[src/rtl/task3_pkg.sv]
// Shared types and constants for the circle demo: top FSM states,
// circle engine states, screen geometry and colours.
package task3_pkg;

    localparam int unsigned SCREEN_W = 160;
    localparam int unsigned SCREEN_H = 120;
    localparam int unsigned COORD_W  = 10;

    localparam logic [2:0] COLOUR_BLACK = 3'b000;
    localparam logic [2:0] COLOUR_GREEN = 3'b010;

    typedef enum logic [1:0] {
        FILL   = 2'd0,
        CIRCLE = 2'd1,
        DONE   = 2'd2
    } state_e;

    typedef enum logic [1:0] {
        C_IDLE = 2'd0,
        C_DRAW = 2'd1,
        C_DONE = 2'd2
    } circle_state_e;

endpackage

[src/rtl/circle_drawer.sv]
// Midpoint circle engine: eight octant points per step, one per cycle,
// off-screen points keep their slot but are not plotted.
module circle_drawer
    import task3_pkg::*;
(
    input  logic       clk,
    input  logic       rst_n,
    input  logic       start,
    input  logic [7:0] cx,
    input  logic [6:0] cy,
    input  logic [7:0] radius,
    output logic [7:0] vga_x,
    output logic [6:0] vga_y,
    output logic       plot,
    output logic       done
);

    localparam logic signed [COORD_W-1:0] SCR_W = COORD_W'(SCREEN_W);
    localparam logic signed [COORD_W-1:0] SCR_H = COORD_W'(SCREEN_H);
    localparam logic signed [COORD_W-1:0] ONE   = COORD_W'(1);

    circle_state_e               state_q, state_d;
    logic signed [COORD_W-1:0]   ox_q, ox_d, oy_q, oy_d, crit_q, crit_d;
    logic [2:0]                  idx_q, idx_d;
    logic signed [COORD_W-1:0]   cx_s, cy_s, r_s, px, py, oy_n, ox_n;
    logic                        in_range;

    assign cx_s = $signed({2'b00, cx});
    assign cy_s = $signed({3'b000, cy});
    assign r_s  = $signed({2'b00, radius});

    // Select the current octant point and check it against the screen
    always_comb begin
        px = cx_s;
        py = cy_s;
        case (idx_q)
            3'd0: begin px = cx_s + oy_q; py = cy_s + ox_q; end
            3'd1: begin px = cx_s + ox_q; py = cy_s + oy_q; end
            3'd2: begin px = cx_s - oy_q; py = cy_s + ox_q; end
            3'd3: begin px = cx_s - ox_q; py = cy_s + oy_q; end
            3'd4: begin px = cx_s - ox_q; py = cy_s - oy_q; end
            3'd5: begin px = cx_s - oy_q; py = cy_s - ox_q; end
            3'd6: begin px = cx_s + ox_q; py = cy_s - oy_q; end
            default: begin px = cx_s + oy_q; py = cy_s - ox_q; end
        endcase
        in_range = (px >= 0) && (px < SCR_W) && (py >= 0) && (py < SCR_H);
        vga_x = px[7:0];
        vga_y = py[6:0];
    end

    // Next-state, octant stepping and midpoint error update
    always_comb begin
        state_d = state_q;
        ox_d    = ox_q;
        oy_d    = oy_q;
        crit_d  = crit_q;
        idx_d   = idx_q;
        plot    = 1'b0;
        done    = 1'b0;
        oy_n    = oy_q + ONE;
        ox_n    = ox_q - ONE;
        case (state_q)
            C_IDLE: begin
                if (start) begin
                    oy_d    = '0;
                    ox_d    = r_s;
                    crit_d  = ONE - r_s;
                    idx_d   = '0;
                    state_d = C_DRAW;
                end
            end
            C_DRAW: begin
                if (!start) begin
                    state_d = C_IDLE;
                end else if (oy_q > ox_q) begin
                    done    = 1'b1;
                    state_d = C_DONE;
                end else begin
                    plot  = in_range;
                    idx_d = idx_q + 3'd1;
                    if (idx_q == 3'd7) begin
                        oy_d = oy_n;
                        if (crit_q <= 0) begin
                            crit_d = crit_q + (oy_n <<< 1) + ONE;
                        end else begin
                            ox_d   = ox_n;
                            crit_d = crit_q + ((oy_n - ox_n) <<< 1) + ONE;
                        end
                    end
                end
            end
            C_DONE: begin
                done = 1'b1;
                if (!start) state_d = C_IDLE;
            end
            default: state_d = C_IDLE;
        endcase
    end

    // Engine state registers
    always_ff @(posedge clk or negedge rst_n) begin
        if (!rst_n) begin
            state_q <= C_IDLE;
            ox_q    <= '0;
            oy_q    <= '0;
            crit_q  <= '0;
            idx_q   <= '0;
        end else begin
            state_q <= state_d;
            ox_q    <= ox_d;
            oy_q    <= oy_d;
            crit_q  <= crit_d;
            idx_q   <= idx_d;
        end
    end

endmodule

[src/rtl/task3_circle_top.sv]
// Demo top: clears the 160x120 screen, draws one circle, then idles.
module task3_circle_top
    import task3_pkg::*;
#(
    parameter int unsigned CENTRE_X      = 80,
    parameter int unsigned CENTRE_Y      = 60,
    parameter int unsigned RADIUS        = 40,
    parameter logic [2:0]  CIRCLE_COLOUR = COLOUR_GREEN,
    parameter logic [2:0]  FILL_COLOUR   = COLOUR_BLACK
) (
    input  logic       CLOCK_50,
    input  logic [3:0] KEY,
    output logic [7:0] VGA_X,
    output logic [6:0] VGA_Y,
    output logic [2:0] VGA_COLOUR,
    output logic       VGA_PLOT
);

    logic   rst_n;
    logic   unused_keys;
    state_e state, state_q, state_d;
    logic   start_fillScreen, start_circle, done_fillScreen, done_circle;

    logic [7:0] fill_x_q, fill_x_d;
    logic [6:0] fill_y_q, fill_y_d;
    logic       fill_done_q, fill_done_d, fill_plot;

    logic [7:0] circ_x;
    logic [6:0] circ_y;
    logic       circ_plot;

    logic [7:0] vga_x_q, vga_x_d;
    logic [6:0] vga_y_q, vga_y_d;
    logic [2:0] vga_colour_q, vga_colour_d;
    logic       vga_plot_q, vga_plot_d;

    assign rst_n       = KEY[3];
    assign unused_keys = &{1'b0, KEY[2:0]};

    assign state            = state_q;
    assign start_fillScreen = (state_q == FILL);
    assign start_circle     = (state_q == CIRCLE);
    assign done_fillScreen  = fill_done_q;

    // Top FSM next-state
    always_comb begin
        state_d = state_q;
        case (state_q)
            FILL:    if (done_fillScreen) state_d = CIRCLE;
            CIRCLE:  if (done_circle) state_d = DONE;
            DONE:    state_d = DONE;
            default: state_d = FILL;
        endcase
    end

    // Fill scan: y inner, x outer; done holds until start drops
    always_comb begin
        fill_x_d    = fill_x_q;
        fill_y_d    = fill_y_q;
        fill_done_d = fill_done_q;
        fill_plot   = 1'b0;
        if (!start_fillScreen) begin
            fill_x_d    = '0;
            fill_y_d    = '0;
            fill_done_d = 1'b0;
        end else if (!fill_done_q) begin
            fill_plot = 1'b1;
            if (fill_y_q == 7'(SCREEN_H - 1)) begin
                fill_y_d = '0;
                if (fill_x_q == 8'(SCREEN_W - 1)) begin
                    fill_x_d    = '0;
                    fill_done_d = 1'b1;
                end else begin
                    fill_x_d = fill_x_q + 8'd1;
                end
            end else begin
                fill_y_d = fill_y_q + 7'd1;
            end
        end
    end

    circle_drawer u_circle (
        .clk    (CLOCK_50),
        .rst_n  (rst_n),
        .start  (start_circle),
        .cx     (8'(CENTRE_X)),
        .cy     (7'(CENTRE_Y)),
        .radius (8'(RADIUS)),
        .vga_x  (circ_x),
        .vga_y  (circ_y),
        .plot   (circ_plot),
        .done   (done_circle)
    );

    // Output mux from whichever engine the FSM has enabled
    always_comb begin
        vga_x_d      = '0;
        vga_y_d      = '0;
        vga_colour_d = FILL_COLOUR;
        vga_plot_d   = 1'b0;
        case (state_q)
            FILL: begin
                vga_x_d    = fill_x_q;
                vga_y_d    = fill_y_q;
                vga_plot_d = fill_plot;
            end
            CIRCLE: begin
                vga_x_d      = circ_x;
                vga_y_d      = circ_y;
                vga_colour_d = CIRCLE_COLOUR;
                vga_plot_d   = circ_plot;
            end
            default: ;
        endcase
    end

    // State, fill counters and registered VGA outputs
    always_ff @(posedge CLOCK_50 or negedge rst_n) begin
        if (!rst_n) begin
            state_q      <= FILL;
            fill_x_q     <= '0;
            fill_y_q     <= '0;
            fill_done_q  <= 1'b0;
            vga_x_q      <= '0;
            vga_y_q      <= '0;
            vga_colour_q <= '0;
            vga_plot_q   <= 1'b0;
        end else begin
            state_q      <= state_d;
            fill_x_q     <= fill_x_d;
            fill_y_q     <= fill_y_d;
            fill_done_q  <= fill_done_d;
            vga_x_q      <= vga_x_d;
            vga_y_q      <= vga_y_d;
            vga_colour_q <= vga_colour_d;
            vga_plot_q   <= vga_plot_d;
        end
    end

    assign VGA_X      = vga_x_q;
    assign VGA_Y      = vga_y_q;
    assign VGA_COLOUR = vga_colour_q;
    assign VGA_PLOT   = vga_plot_q;

endmodule

[config.mk]
export PLATFORM = sky130hd
export DESIGN_NAME = task3_circle_top
export DESIGN_NICKNAME = d
export VERILOG_FILES = /design/src/rtl/task3_pkg.sv /design/src/rtl/circle_drawer.sv /design/src/rtl/task3_circle_top.sv
export SDC_FILE = /design/constraint.sdc
export NUM_CORES = 1
export LEC_CHECK = 0
export BUFFER_PORTS_ARGS = -buffer_cell sky130_fd_sc_hd__buf_4
export CORE_MARGIN = 2
export CORE_UTILIZATION = 30
export CTS_CLUSTER_DIAMETER = 150
export CTS_CLUSTER_SIZE = 28
export DETAILED_ROUTE_END_ITERATION = 8
export GPL_TIMING_DRIVEN = 0
export PLACE_DENSITY_LB_ADDON = 0.15
export REMOVE_ABC_BUFFERS = 1
export SLEW_MARGIN = 15
export SYNTH_ARGS = -nofsm -noshare
export SYNTH_HDL_FRONTEND = slang
export SYNTH_SLANG_ARGS = --single-unit
[constraint.sdc]
create_clock -name CLOCK_50 -period 5.97 [get_ports CLOCK_50]
set_clock_uncertainty 0.15 [all_clocks]
set_input_delay 1.791 -clock CLOCK_50 [delete_from_list [all_inputs] [get_ports CLOCK_50]]
set_output_delay 1.791 -clock CLOCK_50 [all_outputs]
set_load 0.01 [all_outputs]
; ---- Word-level counts from Yosys, hierarchy flattened
; Cells that the tools add are included.
[totals]
output_inout_bits = 19
reg_bits = 72
inputBits = 5
word_cells = 132
[classes]
n_reduce_logical = 19
eq_ne = 24
n_mux = 52
magnitude_cmp = 6
add_sub_neg = 18
[ops]
columns = op, count
row1 = 10-bit 2-to-1 mux, 14
row2 = 10-bit case mux with 2 select lines, 3
row3 = 10-bit case mux with 3 select lines, 2
row4 = 8-bit 2-to-1 mux, 4
row5 = 10-bit by 2-bit adder with 10-bit output (second input constant), 3
row6 = 7-bit 2-to-1 mux, 3
row7 = 10-bit adder, 2
row8 = 7-bit by 10-bit adder with 10-bit output (first input constant), 2
row9 = 8-bit by 10-bit adder with 10-bit output (first input constant), 2
row10 = 10-bit by 1-bit >= comparator with 1-bit output (second input constant), 2
row11 = 7-bit by 10-bit subtractor with 10-bit output (first input constant), 2
row12 = 8-bit by 10-bit subtractor with 10-bit output (first input constant), 2
row13 = 8-bit case mux with 2 select lines, 1
row14 = 2-bit 2-to-1 mux, 7
row15 = 7-bit case mux with 2 select lines, 1
row16 = 3-bit equality test (second input constant), 4
row17 = 2-bit case mux with 3 select lines, 2
row18 = 2-bit OR reduction, 6
row19 = 10-bit greater-than comparator, 1
row20 = 10-bit by 1-bit less-or-equal comparator with 1-bit output (second input constant), 1
row21 = 10-bit by 8-bit less-than comparator with 1-bit output (second input constant), 1
row22 = 10-bit by 9-bit less-than comparator with 1-bit output (second input constant), 1
row23 = 2-bit by 1-bit != test with 1-bit output (second input constant), 5
row24 = 2-bit != test (second input constant), 5
row25 = 25 further kinds, 43

; ---- Longest topological paths before layout
; Gate-level depths: netlist (run 1).
[depth]
depth_word = 10
depth_mapped = 16
mapped_depth_nobuf = 15

; ---- Modules after synthesis
; A second synthesis (run 1) with hierarchy kept.
[hier_totals]
hier_cells = 813
area_unflattened_um2 = 6717.7
[modules_own_cells]
columns = module, instances, cells_each, seq_area_each_um2, area_each_um2
row1 = circle_drawer, 1, 671, 875.8, 5123.7
row2 = task3_circle_top, 1, 142, 875.8, 1594.0

; ---- Worst setup path before layout (run 1)
; OpenSTA, ideal clock, no wires.
[synth_path]
kind = reg-to-reg
startpoint = register u_circle.ox_q[0]
endpoint = register u_circle.crit_q[9]
arrival_time_ps = 3585
n_path_buf = 0
setup_slack_ps = 2109
setup_ps = 125
path_stages_with_launch = 16
t_required_ps = 5695
period_less_slack_ps = 3861
cell_sequence = dfrtp_1 > inv_1 > ha_1 > nor3b_1 > nand2_1 > xnor2_1 > ha_1 > a21oi_1 > o21ai_0 > xor2_1 > ha_1 > a21o_1 > a41o_1 > or4b_1 > mux2i_1 > nor2_1
[synth_between]
elab_chain_cells = 9
elab_cells_between_ends = 12
cone_classes = 4 x add/sub / 1 x order compare / 1 x eq/ne / 5 x mux / 1 x reduce/logical
[synth_lines]
columns = element, line_no
row1 = start: declaration, circle_drawer.sv:23  ; logic signed [COORD_W-1:0] ox_q, ox_d, oy_q, oy_d, crit_q, crit_d;
row2 = start signal: assignment, circle_drawer.sv:104  ; ox_q <= '0;
row3 = start signal: assignment, circle_drawer.sv:110  ; ox_q <= ox_d;
row4 = 10-bit by 2-bit subtractor with 10-bit output, circle_drawer.sv:61  ; ox_n = ox_q - ONE;
row5 = 9-bit subtractor, circle_drawer.sv:87  ; crit_d = crit_q + ((oy_n - ox_n) <<< 1) + ONE;
row6 = 10-bit adder, circle_drawer.sv:87
row7 = 10-bit by 2-bit adder with 10-bit output, circle_drawer.sv:87
row8 = 10-bit 2-to-1 mux, circle_drawer.sv:83  ; if (crit_q <= 0) begin
row9 = 10-bit 2-to-1 mux, circle_drawer.sv:81  ; if (idx_q == 3'd7) begin
row10 = 10-bit 2-to-1 mux, circle_drawer.sv:75  ; end else if (oy_q > ox_q) begin
row11 = 10-bit 2-to-1 mux, circle_drawer.sv:73  ; if (!start) begin
row12 = 10-bit case mux with 2 select lines, circle_drawer.sv:62  ; case (state_q)
row13 = end signal: assignment, circle_drawer.sv:112  ; crit_q <= crit_d;
row14 = end: declaration, circle_drawer.sv:23
; Parallel ways exist; a longest one is shown, timed or not. The select of a mux whose other input is x is not followed.
; A chain may end at the register's enable or synchronous reset.

; ---- Worst setup path in the final report (run 1)
[layout_path]
startpoint = register u_circle.ox_q[1]
endpoint = register u_circle.crit_q[9]
; The elaborated chain is that of the path after synthesis.

==> out/metrics.cfg, run 1 <==
[outcome]
outcome = finished, final reports clean

[placement]
io_buffer_count = 18
globalplace.congestion = 0.851
place_ws_ns = 1.45
dp_hpwl_um = 14200

[drt]
via_per_inst = 5.67
vias = 5892
wl_per_cell_um = 19.1
first_pass_iters = 6
drtIter0Drc = 498
ant_nets = 0
drcViolationCount = 0
wirelength_um = 19900

[clock_tree]
path_clk_slew_ns = 0.06
cts-root-buf = clkbuf_16
cts_hold_buf = 0
cts_buffer_depth = 2
cts_made_buffers = 9
worstSkewPairLatency_ns = 0.35
cts_tree = built
cts_resized = 0
postCtsSetupBuffers = 0
htreeDepth = 3
cts_sinks = 70

[die]
die_w_um = 150
core_area_um2 = 21000
rows = 53
num_io_pins = 24
dieHeight_um = 150
initial_core_util_pct = 30.6
dieArea_um2 = 22500

[cells_and_area]
layout-drive-gt1-share_pct = 8.10
num_antenna_cells = 0
n_fill_cell = 2241
layout.nets = 824
syn_to_final_growth_pct = 9.63

[synthesis]
syn_area_per_cell_um2 = 8.26
synth-xor-area-share_pct = 7.66
synthAdderAreaFrac_pct = 11.9
synth_area_um2 = 6400
synth-simple-area-share_pct = 19.9
synth_cell_types = 85
yosysSeqAreaShare_pct = 27.3
synthCells = 775
synthFlopType = dfrtp_1
yosysWarnings = 0
ys_ff_latch = 70
synth_top_family_by_area = compound AO/OA/AOI/OAI gates
async_reset_ff_share_pct = 100
synth_compound_area_share_pct = 25.3
synth_edf_count = 0
yosys-mux-area-fraction_pct = 2.89

[setup_path]
critPathLaunchType = register
path_delay_family = simple AND/OR/NAND/NOR gates
crit_top_cell = ha_1
worstPathRequired_ns = 6.05
slowest_stage = nor3b_1
slowest_delay_ns = 0.56
path_buf_inv = 1
critPathMaxFanout = 7
worstSetupPathType = register to register
arrival_ns = 4.59
crit_chain = inv_1 -> ha_1 -> nor3b_1 -> nand2_1 -> xnor2_1 -> ha_1 -> a21oi_1 -> o21ai_0 -> xor2_1 -> ha_1 -> a21o_1 -> a41o_1 -> or4b_1 -> mux2i_1 -> nor2_1
crit_path_end_kind = register

[power]
switching_power_uw = 236
finalPower_uw = 1090
p_int_uw = 853
pwr-share-seq_pct = 43.6
vdd_drop_max_uv = 92.3
swShare_pct = 21.7
clkPwrFrac_pct = 55.5
power.leakage_uw = 0.00297
powerDensity_nw_per_um2 = 155
p_comb_share_pct = 1.0

[sta]
worst_slew_pin_slew_ns = 1.17
slew_headroom_pct = 22.2
hold_viol = 0
fin_crit_ns = 4.50
fmax_ghz = 0.222
final.period_utilization_pct = 75.5
rsz0062_at_grt = false
setup_viol = 0
layout_setup_ws_ns = 1.47
finalMaxSlewViolations = 0
fin_setup_tns_ns = 0

[hold_path]
hold_path_class = register to register

[global_route]
grt_pass1_vias = 5699
antenna_found_initial = 0
grt_start_max_net_pins = 71
grt_pass1_wl_um = 32000
grt.overflow.total = 0
grtUsageTotal_pct = 18.2

[run]
maxCapViolCount = 0

## final cells by class
class / count / area [um2] / area share (%)
Inverter: 32 / 120 / 1.71
Tap cell: 275 / 344 / 4.90
Clock buffer: 11 / 243 / 3.46
Timing Repair Buffer: 18 / 135 / 1.92
Sequential cell: 70 / 1750 / 24.9
Multi-Input combinational cell: 629 / 4350 / 61.9
Clock inverter: 5 / 82.6 / 1.18
## state kept, by name, indices dropped and copies added, names as in the netlist
name and flops:
VGA_COLOUR 1, VGA_PLOT 1, VGA_X 8, VGA_Y 7, done_fillScreen 1, fill_x_q 8, fill_y_q 7, state 2
u_circle.crit_q 10, u_circle.idx_q 3, u_circle.ox_q 10, u_circle.oy_q 10, u_circle.state_q 2
## kinds of logic (layout without fill, tap and decap cells)
group           after synthesis  in the layout
xor+xnor                     56             56
mux                          16             16
flops                        70             70
other cells                   1              2
compound gates              237            237
buf+inv                      77             66
simple gates                259            259
fa+ha+maj                    59             59
## layer usage
layer / vias up / GRT usage [%] / share of wire (%)
met5: - / 0 / 0
met3: 36 / 2.24 / 4.7
met1: 2855 / 25.3 / 47
li1: 2812 / - / -
met4: 0 / 7.59 / 2.8
met2: 189 / 28.6 / 46
## final timing paths
check,cells after the start,start,slack (ns),to
max,15,u_circle.ox_q[1],1.47,u_circle.crit_q[9]
max in group asynchronous,1,KEY[3],3.59,VGA_Y[3]
min,1,fill_y_q[6],0.39,VGA_Y[6]
max reg2reg,15,u_circle.ox_q[1],1.47,u_circle.crit_q[9]
min in group asynchronous,1,KEY[3],1.45,u_circle.crit_q[1]
min reg2reg,1,fill_y_q[6],0.39,VGA_Y[6]
## worst register-to-register path: stages, from the launching register on
cell	delay, ns
dfrtp_1	0.43
inv_1	0.25
ha_1	0.34
nor3b_1	0.56
nand2_1	0.20
xnor2_1	0.21
ha_1	0.31
a21oi_1	0.15
o21ai_0	0.11
xor2_1	0.17
ha_1	0.33
a21o_1	0.19
a41o_1	0.25
or4b_1	0.51
mux2i_1	0.16
nor2_1	0.06
## power by group through the flow
stage	Sequential, uW	Clock, uW	Combinational (uW)
after floorplan	483	0	0.544
after global placement	483	0	11.3
after detailed placement	483	0	11.7
after CTS	474	623	11.6
after global routing	474	644	13.1
final	474	604	10.7
## Yosys cell counts (all sizes together) (6+ instances only)
library cell	n	share of area [%]
nand2	70	4.1
a41oi	7	0.96
mux2i	11	1.8
clkbuf	26	1.5
nor2	63	3.7
nand2b	6	0.59
ha	56	11
o22ai	7	0.68
buf	19	1.6
a2111oi	6	0.82
a21oi	55	4.5
dfrtp	70	27
o21bai	6	0.70
xnor2	39	5.3
a31oi	10	1.1
nand4	13	1.3
nor3	22	1.8
o41ai	6	0.94
o21ai	60	4.7
o31ai	6	1.1
a221oi	6	0.92
o211ai	8	0.94
and2	8	0.78
nor2b	12	1.2
and3	10	0.98
xor2	17	2.3
a22o	10	1.4
nand3	25	2.0
inv	31	1.8
## through the flow
step / util (%) / instance area [um2] / hold slack, ns / instances
after floorplan: - / 6210 / 0.331 / 731
after global placement: 31.9 / 6690 / 0.367 / 1024
after detailed placement: 31.9 / 6690 / 0.383 / 1024
after CTS: 33.5 / 7020 / 0.398 / 1040
after global routing: 33.5 / 7020 / 0.412 / 1040
final: 33.5 / 7020 / 0.391 / 1040
## cells in the final DEF (no fill, tap or decap), types with 6 or more instances in the layout
| cell type | synthesis | routed |
|---|---|---|
| buf_4 | 4 | 18 |
| dfrtp_1 | 70 | 70 |
| nand3_1 | 24 | 24 |
| o22ai_1 | 7 | 7 |
| ha_1 | 56 | 55 |
| nor2b_1 | 12 | 12 |
| o21ai_0 | 57 | 57 |
| a41oi_1 | 7 | 7 |
| nor3_1 | 21 | 21 |
| and2_1 | 7 | 7 |
| a2111oi_0 | 6 | 6 |
| mux2i_1 | 10 | 9 |
| nand2b_1 | 6 | 6 |
| a22o_1 | 10 | 10 |
| o211ai_1 | 8 | 8 |
| a21oi_1 | 54 | 54 |
| nand4_1 | 13 | 13 |
| clkbuf_16 | 0 | 9 |
| xor2_1 | 17 | 17 |
| inv_1 | 30 | 30 |
| and3_1 | 10 | 10 |
| a31oi_1 | 9 | 9 |
| nand2_1 | 70 | 70 |
| xnor2_1 | 39 | 39 |
| o21bai_1 | 6 | 6 |
| nor2_1 | 63 | 63 |
Power figures use the tool's default switching activity.
==> inputs of run 2 (changes only) <==
--- a/config.mk
+++ b/config.mk
@@ -5,6 +5,7 @@
 export SDC_FILE = /design/constraint.sdc
 export NUM_CORES = 1
 export LEC_CHECK = 0
+export ABC_AREA = 1
 export BUFFER_PORTS_ARGS = -buffer_cell sky130_fd_sc_hd__buf_4
 export CORE_MARGIN = 2
 export CORE_UTILIZATION = 30
==> constraint.sdc (replaced) <==
create_clock -name CLOCK_50 -period 3.72 [get_ports CLOCK_50]
set_clock_uncertainty 0.15 [all_clocks]
set_input_delay 1.116 -clock CLOCK_50 [delete_from_list [all_inputs] [get_ports CLOCK_50]]
set_output_delay 1.116 -clock CLOCK_50 [all_outputs]
set_load 0.01 [all_outputs]
==> run 2 against run 1 <==
Sequential cell count did not move; non-clock buffer count grew 16; global-route usage is 0.97 points lower; synthesized area is 0.92% higher; sequential share of layout area shrank 0.83 points; register-to-register slack worse by 1.2 ns.
==> out/metrics.cfg, run 2 <==
[outcome]
outcome = finished, final reports clean

[synthesis]
synth-simple-area-share_pct = 30.7
ys_ff_latch = 70
yosys.area.top_type = dfrtp_1
synth_area_um2 = 6460
synth-xor-area-share_pct = 4.45
yosys-mux-area-fraction_pct = 0
async_reset_ff_share_pct = 100
synth_common_cells = 270 x nand2_1, 109 x inv_1, 74 x o21ai_0, 72 x nand3_1, 70 x dfrtp_1
synthFlopType = dfrtp_1
syn_area_per_cell_um2 = 6.87
yosysMostFrequentCell = nand2_1
synthTopCellsByArea = dfrtp_1 27%, nand2_1 16%, ha_1 11%, inv_1 6.3%, o21ai_0 5.7%
yosysWarnings = 0
synth_top_area_share_pct = 27.1
yosysSeqAreaShare_pct = 27.1
synthAdderAreaFrac_pct = 11.8
synth_compound_area_share_pct = 16.5
synth_edf_count = 0
synthCells = 941
synth_cell_types = 46
synth_top_family_by_area = simple AND/OR/NAND/NOR gates

[setup_path]
arrival_ns = 3.58
worstPathRequired_ns = 3.85
slowest_stage = dfrtp_2
path_delay_family = adder cells
worstSetupPathType = register to register
critPathMaxFanout = 4
critPathLaunchType = register
crit_path_end_kind = register
crit_chain = clkinvlp_4 -> ha_2 -> xnor2_2 -> ha_4 -> a21oi_1 -> nand2_1 -> a21oi_2 -> o21bai_2 -> xor2_1 -> inv_1 -> ha_1 -> nand2_1 -> inv_1 -> nand3_1 -> nand3_1 -> nand2_1 -> nand2_1 -> a21oi_1 -> inv_1 -> nand2_1 -> nand3_1 -> a21oi_1
path_buf_inv = 4
crit_top_cell = nand2_1
slowest_delay_ns = 0.39

[drt]
drtIter0Drc = 330
drcViolationCount = 0
first_pass_iters = 6
wl_per_cell_um = 14.9
wirelength_um = 18600
vias = 5981
ant_nets = 0
via_per_inst = 4.80

[global_route]
antenna_found_initial = 0
grtUsageTotal_pct = 17.3
grt.overflow.total = 0
grt_pass1_wl_um = 30500
grt_pass1_vias = 5620
grt_start_max_net_pins = 71

[placement]
dp_cells = 1214
globalplace.congestion = 0.840
io_buffer_count = 18
dp_hpwl_um = 14300

[cells_and_area]
final_cell_mix = 269 x nand2_1, 106 x inv_1, 73 x o21ai_0
reg_top3 = u_circle.crit_q: 10 flops, u_circle.ox_q: 10 flops, u_circle.oy_q: 10 flops
final_common_cell = nand2_1
num_antenna_cells = 0
seq_area_um2 = 1760
final_cells = 1246
layout.nets = 1030
multi_input_area_um2 = 4170
layout-drive-gt1-share_pct = 11.5
n_fill_cell = 2329
syn_to_final_growth_pct = 12.9
final_core_utilization_pct = 34.6

[sta]
finalMaxSlewViolations = 0
slew_headroom_pct = 36.0
worst_slew_pin_slew_ns = 0.960
hold_viol = 0
fin_crit_ns = 3.45
setup_viol = 0
fmax_ghz = 0.290
final.period_utilization_pct = 92.8

[die]
num_io_pins = 24
core_area_um2 = 21100
rows = 53
initial_core_util_pct = 30.7
dieHeight_um = 151
die_w_um = 151
dieArea_um2 = 22700

[hold_path]
hold_path_class = register to register

[power]
powerDensity_nw_per_um2 = 228
vdd_drop_max_uv = 206
power.leakage_uw = 0.00372

[clock_tree]
htreeDepth = 3
cts_hold_buf = 0
cts_buffer_depth = 2
cts-root-buf = clkbuf_16
path_clk_slew_ns = 0.06
cts_sinks = 70
cts_tree = built
cts_made_buffers = 9
worstSkewPairLatency_ns = 0.35

[run]
maxCapViolCount = 0

## run 2: logic make-up (layout without fill, tap and decap cells)
| group | Yosys count | after routing |
|---|---|---|
| other | 1 | 2 |
| AO/OA/AOI/OAI | 184 | 184 |
| AND/OR/NAND/NOR | 452 | 452 |
| adder cells (fa/ha/maj) | 59 | 59 |
| XOR/XNOR | 32 | 32 |
| flip-flops | 70 | 70 |
| buffers and inverters | 143 | 172 |
## run 2: worst paths after layout
| check | start | to | slack, ns | depth (start not counted) |
|---|---|---|---|---|
| hold / removal | fill_x_q[3] | fill_x_q[3] | 0.34 | 1 |
| setup reg to reg | u_circle.ox_q[0] | u_circle.crit_q[9] | 0.27 | 22 |
| setup / recovery | u_circle.ox_q[0] | u_circle.crit_q[9] | 0.27 | 22 |
| hold reg to reg | fill_x_q[3] | fill_x_q[3] | 0.34 | 1 |
| min in group asynchronous | KEY[3] | u_circle.crit_q[0] | 0.76 | 1 |
| max in group asynchronous | KEY[3] | u_circle.oy_q[2] | 1.99 | 1 |
## run 2: cell type report
cell class              count  area share, %
inverters                 122           6.45
repair buffers             34           3.50
clock inverters             6          0.858
clock buffers              10           3.14
multi-input cells         729           57.2
flip-flops and latches     70           24.1
well taps                 275           4.72
## run 2: timing repair
action | CTS | global route
pin swaps | 0 | 5
setup buffers | 0 | 16
setup endpoints to repair | 2 | 3
gates resized for setup | 3 | 20
## run 2: report_power, final
part	total, uW	switching, uW	internal [uW]	leakage [uW]
Clock	882	364	517	0.000134
Combinational	16.9	16.3	0.615	0.00265
Sequential	761	0	761	0.000939
Total	1660	381	1280	0.00372
## run 2: stage by stage
step                      setup WS [ns]  cell area [um2]  setup TNS (ns)  total power [uW]  hold slack [ns]
after floorplan                   0.542             6320               0               776            0.303
after CTS                        0.0613             7100               0              1690            0.345
after detailed placement         -0.143             6800          -0.208               794            0.331
final                             0.269             7290               0              1660            0.340
after global routing            -0.0107             7290         -0.0107              1720            0.361
after global placement          -0.0973             6800          -0.134               794            0.326
## run 2: metal layers
metal | vias up | wire (um) | global-route usage (%) | part of all wire (%)
li1 | 3137 | - | - | -
met1 | 2738 | 10100 | 26.9 | 55
met2 | 93 | 7590 | 25.1 | 41
met3 | 13 | 633 | 2.17 | 3.4
met4 | 0 | 203 | 4.21 | 1.1
met5 | - | 0 | 0 | 0
==> inputs of run 3 (changes only) <==
--- a/config.mk
+++ b/config.mk
@@ -10,10 +10,11 @@
 export CORE_MARGIN = 2
 export CORE_UTILIZATION = 30
 export CTS_CLUSTER_DIAMETER = 150
-export CTS_CLUSTER_SIZE = 28
+export CTS_CLUSTER_SIZE = 25
 export DETAILED_ROUTE_END_ITERATION = 8
 export GPL_TIMING_DRIVEN = 0
-export PLACE_DENSITY_LB_ADDON = 0.15
+export MAX_ROUTING_LAYER = met4
+export PLACE_DENSITY_LB_ADDON = 0.12
 export REMOVE_ABC_BUFFERS = 1
 export SLEW_MARGIN = 15
 export SYNTH_ARGS = -nofsm -noshare
==> run 3 against run 2 <==
Count of clock-buffer cells in the layout decreased by 1; hold slack gained 0.0043 ns; sequential share of layout area decreased by 0.12 points; sequential power barely moved; total power is 5.4% higher; via count about the same; worst setup slack improved by 0.028 ns; critical endpoint is now u_circle.crit_q[8].
==> out/metrics.cfg, run 3 (synthesis results as in run 2) <==
[global_route]
grt.overflow.total = 0
grt_start_max_net_pins = 71
grt_pass1_wl_um = 31100
grtUsageTotal_pct = 18.2
antenna_found_initial = 0
grt_pass1_vias = 5598

[clock_tree]
path_clk_slew_ns = 0.06
cts-root-buf = clkbuf_16
cts_hold_buf = 0
worstSkewPairLatency_ns = 0.36
cts_made_buffers = 9
cts_buffer_depth = 2
cts_sinks = 70
cts_tree = built
htreeDepth = 3

[setup_path]
r2r_cells = 19
critPathLaunch = u_circle.oy_q[0]
crit_end = u_circle.crit_q[8]
worstReg2RegEnd = u_circle.crit_q[8]
worstSetupPathType = register to register
regToRegStartpoint = u_circle.oy_q[0]
slowest_delay_ns = 0.42
arrival_ns = 3.52
critPathMaxFanout = 5
worstPathRequired_ns = 3.82
slowest_stage = dfrtp_2
r2r_slack_ns = 0.30
worstSetupPathDepth = 19
path_buf_inv = 2
path_delay_family = simple AND/OR/NAND/NOR gates
crit_path_end_kind = register
crit_chain = clkinvlp_4 -> nor3_4 -> xor2_2 -> ha_4 -> a21oi_1 -> nand2_2 -> a21oi_1 -> o21ai_1 -> xor2_1 -> ha_1 -> nand2_1 -> inv_1 -> nand4_1 -> o211ai_1 -> a21oi_1 -> o21ai_0 -> nand3_1 -> nand2_1 -> nand2_1
critPathLaunchType = register

[drt]
drcViolationCount = 0
drtIter0Drc = 358
wirelength_um = 18900
first_pass_iters = 7
via_per_inst = 4.81
ant_nets = 0
vias = 5979
wl_per_cell_um = 15.2

[sta]
fin_crit_ns = 3.42
setup_viol = 0
hold_viol = 0
slew_headroom_pct = 35.4
layout_setup_ws_ns = 0.298
hold_slack_ns = 0.344
fmax_ghz = 0.292
final.period_utilization_pct = 92.0
finalMaxSlewViolations = 0
worst_slew_pin_slew_ns = 0.970

[hold_path]
hold_path_class = register to register
holdCritStartpoint = state[1]

[placement]
io_buffer_count = 18
place_ws_ns = -0.164
globalplace.congestion = 0.870
dp_hpwl_um = 14600
dp_cells = 1214

[power]
power.leakage_uw = 0.00372
vdd_drop_max_uv = 223
powerDensity_nw_per_um2 = 239

[die]
core_area_um2 = 21100
num_io_pins = 24
initial_core_util_pct = 30.7
dieArea_um2 = 22700
rows = 53
die_w_um = 151
dieHeight_um = 151

[outcome]
outcome = finished, final reports clean

[cells_and_area]
layout-drive-gt1-share_pct = 11.6
layout.nets = 1027
final_cell_mix = 269 x nand2_1, 106 x inv_1, 73 x o21ai_0
final_common_cell = nand2_1
num_antenna_cells = 0
final_cells = 1243
reg_top3 = u_circle.crit_q: 10 flops, u_circle.ox_q: 10 flops, u_circle.oy_q: 10 flops
syn_to_final_growth_pct = 13.4

[run]
maxCapViolCount = 0

[run 3: metal layers]
layer / part of all wire (%) / vias up / global-route usage [%]
li1: - / 3124 / -
met4: 1.2 / 0 / 5.47
met3: 3.2 / 12 / 2.23
met1: 54 / 2755 / 27.4
met2: 42 / 88 / 25.4
met5: 0 / - / -
[run 3: repair_timing]
action | CTS | global route
pin swaps | 0 | 7
resized for setup | 3 | 23
setup buffers | 0 | 13
gates cloned | 0 | 0
endpoints found under the setup margin | 2 | 3
[run 3: layout make-up]
type / instances / area (um2)
inverter: 122 / 467
fill: 2331 / 13800
multi-input combinational: 729 / 4200
timing repair buffer: 31 / 233
clock buffer: 9 / 225
clock inverter: 7 / 97.6
tap: 275 / 344
sequential: 70 / 1760
[run 3: worst min-delay path by stage]
| stage | endpoint | cells after the start |
|---|---|---|
| floorplan | state[1] | 2 |
| global placement | state[1] | 2 |
| detailed placement | state[1] | 2 |
| CTS | state[1] | 2 |
| global route | fill_x_q[3] | 1 |
| finish | state[1] | 2 |
[run 3: power breakdown]
part / internal [uW] / switching [uW] / leakage, uW
combinational: 0.614 / 16.5 / 0.00263
sequential: 761 / 0 / 0.000939
clock: 590 / 381 / 0.000152
[run 3: through the flow]
stage          util [%]  cell area, um2  total power (uW)  TNS [ns]
6_report           34.8            7330              1750         0
5_1_grt            34.8            7330              1810  -0.00656
4_1_cts            33.8            7130              1780         0
3_5_place_dp       32.2            6800               794    -0.215
3_3_place_gp       32.2            6800               794    -0.162
2_1_floorplan         -            6320               776         0
[run 3: worst reg2reg max path, stage by stage (launching register included)]
cell and delay (ns):
dfrtp_2 0.42, clkinvlp_4 0.16, nor3_4 0.24, xor2_2 0.25, ha_4 0.26, a21oi_1 0.17, nand2_2 0.10, a21oi_1 0.14
o21ai_1 0.08, xor2_1 0.16, ha_1 0.37, nand2_1 0.09, inv_1 0.07, nand4_1 0.11, o211ai_1 0.15, a21oi_1 0.09
o21ai_0 0.10, nand3_1 0.10, nand2_1 0.09, nand2_1 0.05
